==> config.mk <==
export PLATFORM = sky130hd
export DESIGN_NAME = apple_stim_gen
export DESIGN_NICKNAME = d
export VERILOG_FILES = /design/src/rtl/apple_pkg.sv /design/src/rtl/apple_lfsr16.sv /design/src/rtl/apple_stim_gen.sv
export SDC_FILE = /design/constraint.sdc
export NUM_CORES = 1
export LEC_CHECK = 0
export ABC_AREA = 1
export BUFFER_PORTS_ARGS = -buffer_cell sky130_fd_sc_hd__buf_2
export CORE_MARGIN = 2
export CORE_UTILIZATION = 48
export DETAILED_ROUTE_END_ITERATION = 7
export PLACE_DENSITY = 0.7
export SLEW_MARGIN = 20
export SYNTH_ARGS = -nofsm -noshare
export SYNTH_HDL_FRONTEND = slang
export SYNTH_SLANG_ARGS = --single-unit
==> constraint.sdc <==
create_clock -name clk -period 1.8 [get_ports clk]
set_input_delay 0.09 -clock clk [delete_from_list [all_inputs] [get_ports clk]]
set_output_delay 0.09 -clock clk [all_outputs]
set_load 0.01 [all_outputs]
==> src/rtl/apple_pkg.sv <==
// Shared types and constants for the apple operand generator.
// Holds the run-state enum, LFSR taps and the exhaustive-pass length.
package apple_pkg;

  typedef enum logic [1:0] {
    IDLE,
    EXH,
    RND,
    DRAIN
  } stim_state_t;

  localparam logic [15:0] LFSR_TAPS   = 16'hB400;
  localparam int unsigned EXH_VECTORS = 4;

  // Galois right-shift step
  function automatic logic [15:0] lfsr_next(
    input logic [15:0] s
  );
    lfsr_next = {1'b0, s[15:1]}
              ^ (s[0] ? LFSR_TAPS : 16'h0000);
  endfunction

endpackage

==> src/rtl/apple_lfsr16.sv <==
// 16-bit Galois LFSR with synchronous load and advance enable.
// Ports: clk, rst, load_i, en_i, seed_i[15:0] -> state_o[15:0].
module apple_lfsr16
  import apple_pkg::*;
(
  input  logic        clk,
  input  logic        rst,
  input  logic        load_i,
  input  logic        en_i,
  input  logic [15:0] seed_i,
  output logic [15:0] state_o
);

  logic [15:0] state_q;
  logic [15:0] seed_eff;

  // all-zero is a lock-up state for the LFSR
  assign seed_eff = (seed_i == 16'h0000) ? 16'h0001 : seed_i;

  always_ff @(posedge clk) begin
    if (rst) begin
      state_q <= seed_eff;
    end else if (load_i) begin
      state_q <= seed_eff;
    end else if (en_i) begin
      state_q <= lfsr_next(state_q);
    end
  end

  assign state_o = state_q;

endmodule

==> src/rtl/apple_stim_gen.sv <==
// Operand generator and checker for the registered-AND apple stage.
// Ports: clk, rst, start, rand_len -> a, b, op_valid; q_in checked
// against exp_q when exp_valid; busy, done, miss_cnt, err report.
module apple_stim_gen
  import apple_pkg::*;
#(
  parameter logic [15:0] LFSR_SEED = 16'hACE1,
  parameter int          MISS_W    = 8
) (
  input  logic              clk,
  input  logic              rst,
  input  logic              start,
  input  logic [15:0]       rand_len,
  output logic              a,
  output logic              b,
  output logic              op_valid,
  input  logic              q_in,
  output logic              exp_valid,
  output logic              exp_q,
  output logic              busy,
  output logic              done,
  output logic [MISS_W-1:0] miss_cnt,
  output logic              err
);

  localparam logic [1:0] EXH_LAST = 2'(EXH_VECTORS - 1);

  stim_state_t       state_q, state_d;
  logic [15:0]       cnt_q, cnt_d;
  logic [1:0]        idx_q, idx_d;
  logic              a_q, a_d;
  logic              b_q, b_d;
  logic              ov_q, ov_d;
  logic              done_q, done_d;
  logic              ev_q, eq_q;
  logic [MISS_W-1:0] miss_q, miss_d;
  logic              err_q, err_d;
  logic              lfsr_ld, lfsr_en;
  logic              accept;
  logic [15:0]       lfsr_s;
  logic              lfsr_unused;

  apple_lfsr16 u_lfsr (
    .clk    (clk),
    .rst    (rst),
    .load_i (lfsr_ld),
    .en_i   (lfsr_en),
    .seed_i (LFSR_SEED),
    .state_o(lfsr_s)
  );

  assign lfsr_unused = ^lfsr_s[15:2];
  assign accept = (state_q == IDLE) && start;

  always_comb begin
    state_d = state_q;
    cnt_d   = cnt_q;
    idx_d   = idx_q;
    a_d     = 1'b0;
    b_d     = 1'b0;
    ov_d    = 1'b0;
    done_d  = 1'b0;
    lfsr_ld = 1'b0;
    lfsr_en = 1'b0;
    miss_d  = miss_q;
    err_d   = err_q;
    unique case (state_q)
      IDLE: begin
        if (start) begin
          state_d = EXH;
          idx_d   = 2'd0;
          cnt_d   = rand_len;
          ov_d    = 1'b1;
          lfsr_ld = 1'b1;
        end
      end
      EXH, RND: begin
        if (state_q == EXH && idx_q != EXH_LAST) begin
          idx_d      = idx_q + 2'd1;
          {a_d, b_d} = idx_q + 2'd1;
          ov_d       = 1'b1;
        end else if (cnt_q != 16'd0) begin
          // cnt_q counts random vectors still to issue
          state_d = RND;
          a_d     = lfsr_s[0];
          b_d     = lfsr_s[1];
          ov_d    = 1'b1;
          lfsr_en = 1'b1;
          cnt_d   = cnt_q - 16'd1;
        end else begin
          state_d = DRAIN;
        end
      end
      DRAIN: begin
        state_d = IDLE;
        done_d  = 1'b1;
      end
      default: state_d = IDLE;
    endcase
    if (accept) begin
      miss_d = '0;
      err_d  = 1'b0;
    end else if (ev_q && (q_in != eq_q)) begin
      err_d = 1'b1;
      if (miss_q != '1) begin
        miss_d = miss_q + 1'b1;
      end
    end
  end

  always_ff @(posedge clk) begin
    if (rst) begin
      state_q <= IDLE;
      cnt_q   <= '0;
      idx_q   <= '0;
      a_q     <= 1'b0;
      b_q     <= 1'b0;
      ov_q    <= 1'b0;
      done_q  <= 1'b0;
      ev_q    <= 1'b0;
      eq_q    <= 1'b0;
      miss_q  <= '0;
      err_q   <= 1'b0;
    end else begin
      state_q <= state_d;
      cnt_q   <= cnt_d;
      idx_q   <= idx_d;
      a_q     <= a_d;
      b_q     <= b_d;
      ov_q    <= ov_d;
      done_q  <= done_d;
      ev_q    <= ov_q;
      eq_q    <= a_q & b_q;
      miss_q  <= miss_d;
      err_q   <= err_d;
    end
  end

  assign a         = a_q;
  assign b         = b_q;
  assign op_valid  = ov_q;
  assign exp_valid = ev_q;
  assign exp_q     = eq_q;
  assign busy      = (state_q != IDLE);
  assign done      = done_q;
  assign miss_cnt  = miss_q;
  assign err       = err_q;

endmodule

* Word level (Yosys, flattened, before mapping)
Cells that the tools add are included. Widths: inputs -> output; s select.
Word-level totals: word-level logic and storage cells 67, memory bits (writable) 0, flip-flop bits (word level) 51, output and inout bits 16, memories 0, ROM bits 0, bits in latches 0
Cells by class: mux-type cells 24, equal/unequal tests 10, $add $sub $neg 3, bitwise gates (word level) 3, shift-type cells 0, reductions and logical operators 15, divide/modulo/power cells 0, multipliers 0, $lt $le $gt $ge 0
Operators by type and width (count):
- $mux 16 | 4
- $pmux 16 s2 | 1
- $reduce_bool 16->1 | 1
- $sub 16x1->16 const B | 1
- $xor 15x16->16 | 1
- $mux 1 | 12
- $ne 2x2->1 const B | 5
- $add 8x1->8 const B | 1
- $mux 2 | 4
- $ne 8x8->1 const B | 1
- $reduce_or 2->1 | 4
- $pmux 2 s3 | 1
- $eq 2x2->1 const B | 2
- $pmux 2 s2 | 1
- $reduce_and 2->1 | 2
- $reduce_and 4->1 | 1
- $reduce_bool 2->1 | 2
- $logic_and 1x1->1 | 3
- $reduce_and 3->1 | 1
- $add 2x1->2 const B | 1
- $eq 2x1->1 const B | 1
- $logic_not 2->1 | 1
- $pmux 1 s2 | 1
- $and 1x1->1 | 1
- 2 further kinds | 2

* Logic depth before layout (Yosys ltp)
Gate-level depths: netlist of run 1.
depth after elaboration 4, mapped depth 12, gate-level depth less buffers 11

* Hierarchy
From an unflattened synthesis of run 1, not the netlist that was laid out.
Second synthesis, totals: cells, all modules 444, area total of the unflattened synthesis 3055.4 µm²
By module, submodules not included:
- apple_stim_gen | seq. area each 700.7 µm², cells an instance 359, area an instance 2275.9 µm², instances 1
- apple_lfsr16 | seq. area each 480.5 µm², cells an instance 85, area an instance 779.5 µm², instances 1

* Least setup slack after synthesis of run 1
No wires, ideal clock.
path type flip-flop to flip-flop, start reg state_q[0], end reg cnt_q[5], data required time 1.736 ns, setup time 0.064 ns, setup slack 0.179 ns, clock period less this slack 1.621 ns, cell stages (with the launch flop) 10, data arrival time 1.557 ns, cell sequence dfxtp_1 -> inv_1 -> ha_1 -> inv_2 -> buf_2 -> clkbuf_1 -> nand2_1 -> nand2_1 -> nor2_1 -> nor2_1
On the way: cells in the longest elaborated chain, start to end 4, elaborated cells between the ends (all ways) 11, those cells by class 5 x eq/ne; 1 x mux; 5 x reduce/logical
RTL lines:
- start, declared | line apple_stim_gen.sv:28 | stim_state_t state_q, state_d;
- start signal, assigned | line apple_stim_gen.sv:125 | state_q <= state_d;
- $eq 2x1->1 or $eq 2x2->1 (tied branches) | line apple_stim_gen.sv:67, apple_stim_gen.sv:78
- $reduce_or 2->1 or $logic_and 1x1->1 (tied branches) | line apple_stim_gen.sv:67, apple_stim_gen.sv:78
- $ne 2x2->1 (no line) or $reduce_bool 2->1 (tied branches)
- $reduce_and 4->1 (no line)
- end signal, assigned | line apple_stim_gen.sv:126 | cnt_q <= cnt_d;
- end, declared | line apple_stim_gen.sv:29 | logic [15:0] cnt_q, cnt_d;
Parallel ways exist; a longest one is shown, timed or not. A chain may end at the register's enable or synchronous reset.

* Worst setup path after layout of run 1
start reg state_q[1], end reg cnt_q[8]
The elaborated chain is that of the path after synthesis.

==> results of run 1 <==
==> final timing paths <==
| kind | start | cells after the start | slack, ns | end |
|---|---|---|---|---|
| min | rst | 2 | 0.03 | exp_valid$_SDFF_PP0_ |
| max reg2reg | state_q[1]$_SDFFE_PP0P_ | 11 | 0.14 | cnt_q[8]$_SDFFE_PP0P_ |
| max | state_q[1]$_SDFFE_PP0P_ | 11 | 0.14 | cnt_q[8]$_SDFFE_PP0P_ |
| min reg2reg | op_valid$_SDFF_PP0_ | 2 | 0.42 | exp_valid$_SDFF_PP0_ |
==> cell type report <==
cell class	count	share of cell area [%]
Sequential cell	51	32.9
Tap cell	72	2.90
Multi-Input combinational cell	318	46.7
Timing Repair Buffer	49	9.98
Inverter	40	4.91
Clock buffer	5	2.21
Clock inverter	2	0.443
==> what timing repair did <==
| item | 4_1_cts | 5_1_grt |
|---|---|---|
| setup buffers | 0 | 3 |
| gates resized for setup | 0 | 6 |
| setup endpoints to repair | 0 | 26 |
==> where the power goes <==
group          switching [W]  internal [W]
sequential          0.000223       0.00145
combinational        0.00193       0.00122
clock               0.000393      0.000267
total                0.00255       0.00294
==> flip-flops by register name, indices dropped and copies added (netlist names), 2 cells and up <==
register        flops
u_lfsr.state_o     16
miss_cnt            8
cnt_q              16
idx_q               2
state_q             2
==> layout by cell type (no fill, tap or decap), drive strengths merged <==
master  netlist  final
a21oi        27     27
xor2          5      5
nand2       144    144
nor3          4      4
xnor2         2      2
inv          40     40
nand3        27     27
clkinv        0      2
clkbuf        7      6
nor2         76     76
or2           3      3
a31oi         2      2
dfxtp        51     51
o21ai        17     17
buf           6     48
nand4         5      5
ha            6      6
==> worst max-delay path, delay by kind of cell, from the launching register on <==
family	cells	cell delay [ns]
simple gates	5	0.55
buf+inv	4	0.41
fa+ha+maj	1	0.17
flops	1	0.33
compound gates	1	0.09
==> kinds of logic after synthesis <==
logic type,Yosys count
AOI/OAI and AO/OA,46
xor gates and xnor gates,7
adders and majority gates,6
buffers and inverters,53
DFF,51
and+or+nand+nor,259
==> routing by layer <==
| metal | up-vias | wire [µm] | global-route usage (%) |
|---|---|---|---|
| met5 | - | 0 | 0 |
| met4 | 0 | 86 | 6.49 |
| met3 | 10 | 184 | 3.07 |
| met2 | 44 | 2730 | 32.4 |
| met1 | 1138 | 2690 | 24.8 |
| li1 | 1398 | - | - |
==> through the flow <==
stage	setup slack, ns	instance area (µm²)	cells	power, W	hold slack (ns)
floorplan	0.179	2680	422	0.00399	0.159
global placement	0.145	2960	526	0.00455	0.360
detailed placement	0.0680	2960	526	0.00461	0.354
CTS	0.0606	3040	533	0.00528	0.0233
global route	-0.00251	3110	537	0.00608	0.0261
finish	0.145	3110	537	0.00549	0.0328
==> cell usage after synthesis <==
cell      instances
o21ai_0          16
buf_2             2
nand4_1           5
nor2_1           73
a31oi_1           2
or2_2             3
buf_4             1
inv_1            37
xor2_1            5
ha_1              6
clkbuf_1          7
nand2_1         144
buf_6             3
xnor2_1           2
nand3_2           2
nor2_2            3
inv_2             3
nor3_1            4
nand3_4           1
nand3_1          24
dfxtp_1          51
a21oi_1          27
o21ai_2           1
==> summary.log, run 1 <==
[worst_setup_path] CP Max Fanout 14
[timing] maximum clock frequency 604 MHz
[final_layout] footprint of the flip-flops and latches 1020 µm²
[final_layout] final core utilization 57.1%
[logic_synthesis] Synth Area in Adders 2.80%
[logic_synthesis] fraction of the mapped netlist area in compound gates 8.82%
[grt] maximum number of pins on one net before global-route repair 30
[timing] measured slew at the worst slew-check pin 0.348 ns
[logic_synthesis] number of cells produced by synthesis 422
[die] Die Span Y 78.8 µm
[routing] post-route antenna net violation count 0
[placed_design] half-perimeter wire length after detailed placement 4060 µm
[logic_synthesis] flop and latch count out of synthesis 51
[clock_network] clock latency at the later pin of the worst-skew pair 0.31 ns
[clock_network] cell at the root of the clock tree clkbuf_8
[timing] part of the cycle the worst path needs 92.0%
[grt] remaining global-route overflow 0
[routing] total wirelength of the detailed-routed design 5690 µm
[clock_network] H-Tree Level Count 2
[routing] routed vias/inst 4.82
[die] Core Box Area 5440 µm²
[worst_setup_path] crit path DAT 1.87 ns
[clock_network] register clock-pin slew on the reported worst setup and hold paths 0.09 ns
[clock_network] number of buffers inserted by hold repair at cts 0
[logic_synthesis] top cells by area, synth dfxtp_1, nand2_1, nor2_1
[final_layout] count of nets after finishing 491
[clock_network] cts bufs inserted 5
[logic_synthesis] number of warnings printed during yosys synthesis 0
[power] PD cells 1770 nW/µm²
[grt] number of antenna violations at the first check in global routing 0
[power] maximum vdd ir drop 0.786 mV
[logic_synthesis] simple logic cell fraction of the synthesized area 39.6%
[worst_setup_path] required arrival time at the worst endpoint 2.01 ns
[worst_setup_path] Worst path slowest cell dfxtp_1
[timing] max-slew violation total from the final report 0
[worst_setup_path] type of element launching the critical path flip-flop
[worst_setup_path] capturing element type of the critical path flip-flop
[power] Leak Pwr 1.49 nW
[die] count of standard-cell rows 27
[timing] Post-Route Skew 0.00794 ns
[worst_setup_path] largest incremental delay on the critical path 0.33 ns
[grt] global-route usage over all layers 19.1%
[flow_run] count of max-cap constraint violations 0
[placed_design] count of port buffers added during placement 35
[grt] via count of the first global-routing pass 2262
[logic_synthesis] post-synthesis mux area share 0%
[routing] total vias in the final route 2590
[timing] Worst slew margin 76.7%
[logic_synthesis] combinational family with the most area after synthesis simple AND/OR/NAND/NOR gates
[clock_network] Bufs on Longest Clock Path 2
[logic_synthesis] share of the synthesized area in the top cell type 38.1%
[logic_synthesis] average instance area after synthesis 6.36 µm²
[clock_network] TritonCTS clock tree built
[logic_synthesis] distinct cell type count after synthesis 23
[logic_synthesis] sequential area share after synthesis 38.1%
[routing] average wire per cell in the routed design 10.6 µm
[worst_setup_path] kind of critical path flip-flop to flip-flop
[die] starting utilization of the core area 49.3%
[die] floorplan die width 78.8 µm
[min_path] hold crit path type input port to flip-flop
[worst_setup_path] critical path cell sequence inv_1 > ha_1 > inv_1 > or2_2 > o21ai_2 > inv_2 > nand3_4 > clkbuf_16 > nand2_1 > nand2_1 > nor2_1
[die] overall die area 6200 µm²
[run_status] outcome finished, final reports clean
[clock_network] number of sinks on the clock net 51
[timing] number of failing setup endpoints in the final timing report 0
[final_layout] fraction of final layout cells with drive strength greater than 1 15.5%
[routing] violation count after the first detailed-routing iteration 112
[routing] DRC violations left 0
[die] io pins 36
[placed_design] routability cong. 0.847
[logic_synthesis] area share of xor/xnor cells in the synthesized design 2.29%
[logic_synthesis] largest area contributor in the netlist dfxtp_1
[timing] min cycle time layout 1.66 ns
[timing] number of hold-slack violations in the final timing report 0
[final_layout] Layout area overhead 15.9%
[logic_synthesis] Syn Nets 448
[final_layout] count of fill cells added during filler insertion 520
[timing] total negative setup slack 0 ns
[grt] first-pass GRT wire length 9710 µm
[logic_synthesis] synthesized area 2680 µm²
[routing] length of the first detailed-routing pass in iterations 4
[final_layout] area of the multi-input gates 1450 µm²
[final_layout] Antenna Diode Count 0
Note: power is estimated with default switching activity, not from simulation.
==> run 2, diff against run 1 <==
--- a/config.mk
+++ b/config.mk
@@ -6,11 +6,11 @@
 export NUM_CORES = 1
 export LEC_CHECK = 0
 export ABC_AREA = 1
-export BUFFER_PORTS_ARGS = -buffer_cell sky130_fd_sc_hd__buf_2
 export CORE_MARGIN = 2
 export CORE_UTILIZATION = 48
 export DETAILED_ROUTE_END_ITERATION = 7
-export PLACE_DENSITY = 0.7
+export DONT_BUFFER_PORTS = 1
+export PLACE_DENSITY = 0.65
 export SLEW_MARGIN = 20
 export SYNTH_ARGS = -nofsm -noshare
 export SYNTH_HDL_FRONTEND = slang
==> run 2 against run 1 <==
  * Flip-flop and latch count stayed put
  * Setup slack worse by 0.027 ns
  * Critical path depth is 1 lower
  * Global-route usage is 0.54 points higher
  * Clock power is 19% higher
  * Clock skew is 0.0033 ns lower
  * Utilization is 1.5 points lower
  * Combinational power hardly changed
  * Power is 2.3% higher
  * Wire length is 2.8% higher
  * Critical path type unchanged
  * Largest cell class unchanged
  * Largest power group unchanged
==> summary.log, run 2 (same netlist as run 1, synthesis figures left out) <==
[timing] min cycle time layout 1.68 ns [+0.0265 ns]
[grt] number of antenna violations at the first check in global routing 0 [unchanged]
[timing] total negative setup slack 0 ns [unchanged]
[final_layout] most common library cell in the layout ignoring fill and taps nand2_1
[worst_setup_path] CP Max Fanout 14 [unchanged]
[clock_network] number of sinks on the clock net 51 [unchanged]
[routing] average wire per cell in the routed design 11.5 µm [+8.3%]
[routing] DRC violations left 0 [unchanged]
[worst_setup_path] Worst path slowest cell dfxtp_1
[clock_network] Bufs on Longest Clock Path 2 [unchanged]
[worst_setup_path] kind of critical path flip-flop to flip-flop
[grt] global-route usage over all layers 19.7% [+0.54 points]
[worst_setup_path] capturing element type of the critical path flip-flop
[placed_design] routability cong. 0.884 [+4.3%]
[worst_setup_path] type of element launching the critical path flip-flop
[timing] max-slew violation total from the final report 0 [unchanged]
[routing] length of the first detailed-routing pass in iterations 5 [+1]
[final_layout] count of nets after finishing 464 [-5.5%]
[placed_design] count of port buffers added during placement 0 [-100%]
[clock_network] H-Tree Level Count 2 [unchanged]
[min_path] hold crit path type input port to flip-flop
[die] floorplan die width 78.8 µm [unchanged]
[timing] part of the cycle the worst path needs 93.4% [+1.5 points]
[grt] maximum number of pins on one net before global-route repair 30 [unchanged]
[worst_setup_path] largest delay contributor family on the critical path buffers and inverters
[grt] remaining global-route overflow 0 [unchanged]
[die] Die Span Y 78.8 µm [unchanged]
[routing] routed vias/inst 4.95 [+2.7%]
[worst_setup_path] critical path cell sequence inv_1 > ha_2 > inv_2 > o21ai_2 > inv_2 > nand3_4 > clkbuf_16 > nand2_1 > nand2_1 > nor2_1
[timing] number of failing setup endpoints in the final timing report 0 [unchanged]
[routing] total vias in the final route 2526 [-2.5%]
[timing] measured slew at the worst slew-check pin 0.373 ns [+0.0245 ns]
[timing] Worst slew margin 75.1% [-1.6 points]
[final_layout] fraction of final layout cells with drive strength greater than 1 9.59% [-5.9 points]
[worst_setup_path] required arrival time at the worst endpoint 2.01 ns [about the same]
[placed_design] half-perimeter wire length after detailed placement 4160 µm [+2.5%]
[timing] unrepaired setup endpoints after global routing no
[worst_setup_path] largest incremental delay on the critical path 0.36 ns [+0.03 ns]
[die] io pins 36 [unchanged]
[clock_network] TritonCTS clock tree built
[timing] Post-Route Skew 0.00468 ns [-0.00326 ns]
[die] overall die area 6200 µm² [unchanged]
[run_status] outcome finished, final reports clean
[grt] first-pass GRT wire length 9800 µm [+0.99%]
[final_layout] Antenna Diode Count 0 [unchanged]
[clock_network] clock latency at the later pin of the worst-skew pair 0.30 ns [about the same]
[worst_setup_path] crit path buf inv count 4 [unchanged]
[routing] total wirelength of the detailed-routed design 5850 µm [+2.8%]
[final_layout] commonest cells after routing, fill and taps aside nand2_1, nor2_1, dfxtp_1
[grt] via count of the first global-routing pass 2309 [+2.1%]
[die] count of standard-cell rows 27 [unchanged]
[timing] Hold Worst Slack 0.00745 ns [-0.0254 ns]
[timing] number of hold-slack violations in the final timing report 0 [unchanged]
[power] PD cells 1850 nW/µm² [+5.0%]
[die] starting utilization of the core area 49.3% [unchanged]
[clock_network] cell at the root of the clock tree clkbuf_8
[clock_network] register clock-pin slew on the reported worst setup and hold paths 0.09 ns [about the same]
[routing] post-route antenna net violation count 0 [unchanged]
[clock_network] cts bufs inserted 5 [unchanged]
[routing] violation count after the first detailed-routing iteration 96 [-14%]
[worst_setup_path] crit path DAT 1.89 ns [+0.02 ns]
[die] Core Box Area 5440 µm² [unchanged]
[power] Leak Pwr 1.37 nW [-7.8%]
[final_layout] Layout area overhead 12.9%
[power] maximum vdd ir drop 0.867 mV [+10%]
[timing] maximum clock frequency 595 MHz [-1.6%]
[flow_run] count of max-cap constraint violations 0 [unchanged]
## run 2: metal layers
layer	up-vias	track usage [%]	routed length (µm)
met5	-	0	0
li1	1351	-	-
met3	8	5.00	269
met4	0	7.37	79
met2	44	34.9	2920
met1	1123	22.8	2590
## run 2: timing repair
action                                 CTS  global route
setup endpoints to repair                0            23
hold buffers                             4             0
endpoints found under the hold margin    9             0
resized for setup                        0             6
buffers inserted                         0             2
## run 2: final timing paths
path | startpoint | endpoint | slack, ns | cells past startpoint
max reg2reg | state_q[1]$_SDFFE_PP0P_ | cnt_q[13]$_SDFFE_PP0P_ | 0.12 | 10
max | state_q[1]$_SDFFE_PP0P_ | cnt_q[13]$_SDFFE_PP0P_ | 0.12 | 10
min | rand_len[9] | cnt_q[9]$_SDFFE_PP0P_ | 0.007 | 4
min reg2reg | u_lfsr.state_o[3]$_SDFFE_PP0P_ | u_lfsr.state_o[2]$_SDFFE_PP0P_ | 0.46 | 2
## run 2: tightest hold or removal path, stage by stage
cell     delay (ns)
nand2_1        0.03
nand2_1        0.05
nor2_1         0.03
nor2_1         0.07
## run 2: per-stage QoR
stage | worst slack [ns] | power, W | cell area [µm²] | std cells | util (%)
4_1_cts | 0.0795 | 0.00543 | 2970 | 507 | 54.5
3_3_place_gp | 0.128 | 0.00458 | 2820 | 496 | 51.9
3_5_place_dp | 0.119 | 0.00462 | 2820 | 496 | 51.9
6_report | 0.118 | 0.00562 | 3030 | 510 | 55.7
5_1_grt | 0.00831 | 0.00623 | 3030 | 510 | 55.7
2_1_floorplan | 0.179 | 0.00399 | 2680 | 422 | -
## run 2: layout make-up
cell class                 count  area (µm²)
clock buffer                   5        68.8
clock inverter                 2        37.5
fill                         550        2410
inverter                      40         150
multi-input combinational    318        1450
sequential                    51        1020
tap                           72        90.1
timing repair buffer          22         205
## run 2: power by group
group,total [W],switching [W],internal (W)
clock network,0.000787,0.000380,0.000407
logic,0.00313,0.00192,0.00120
registers,0.00170,0.000248,0.00146
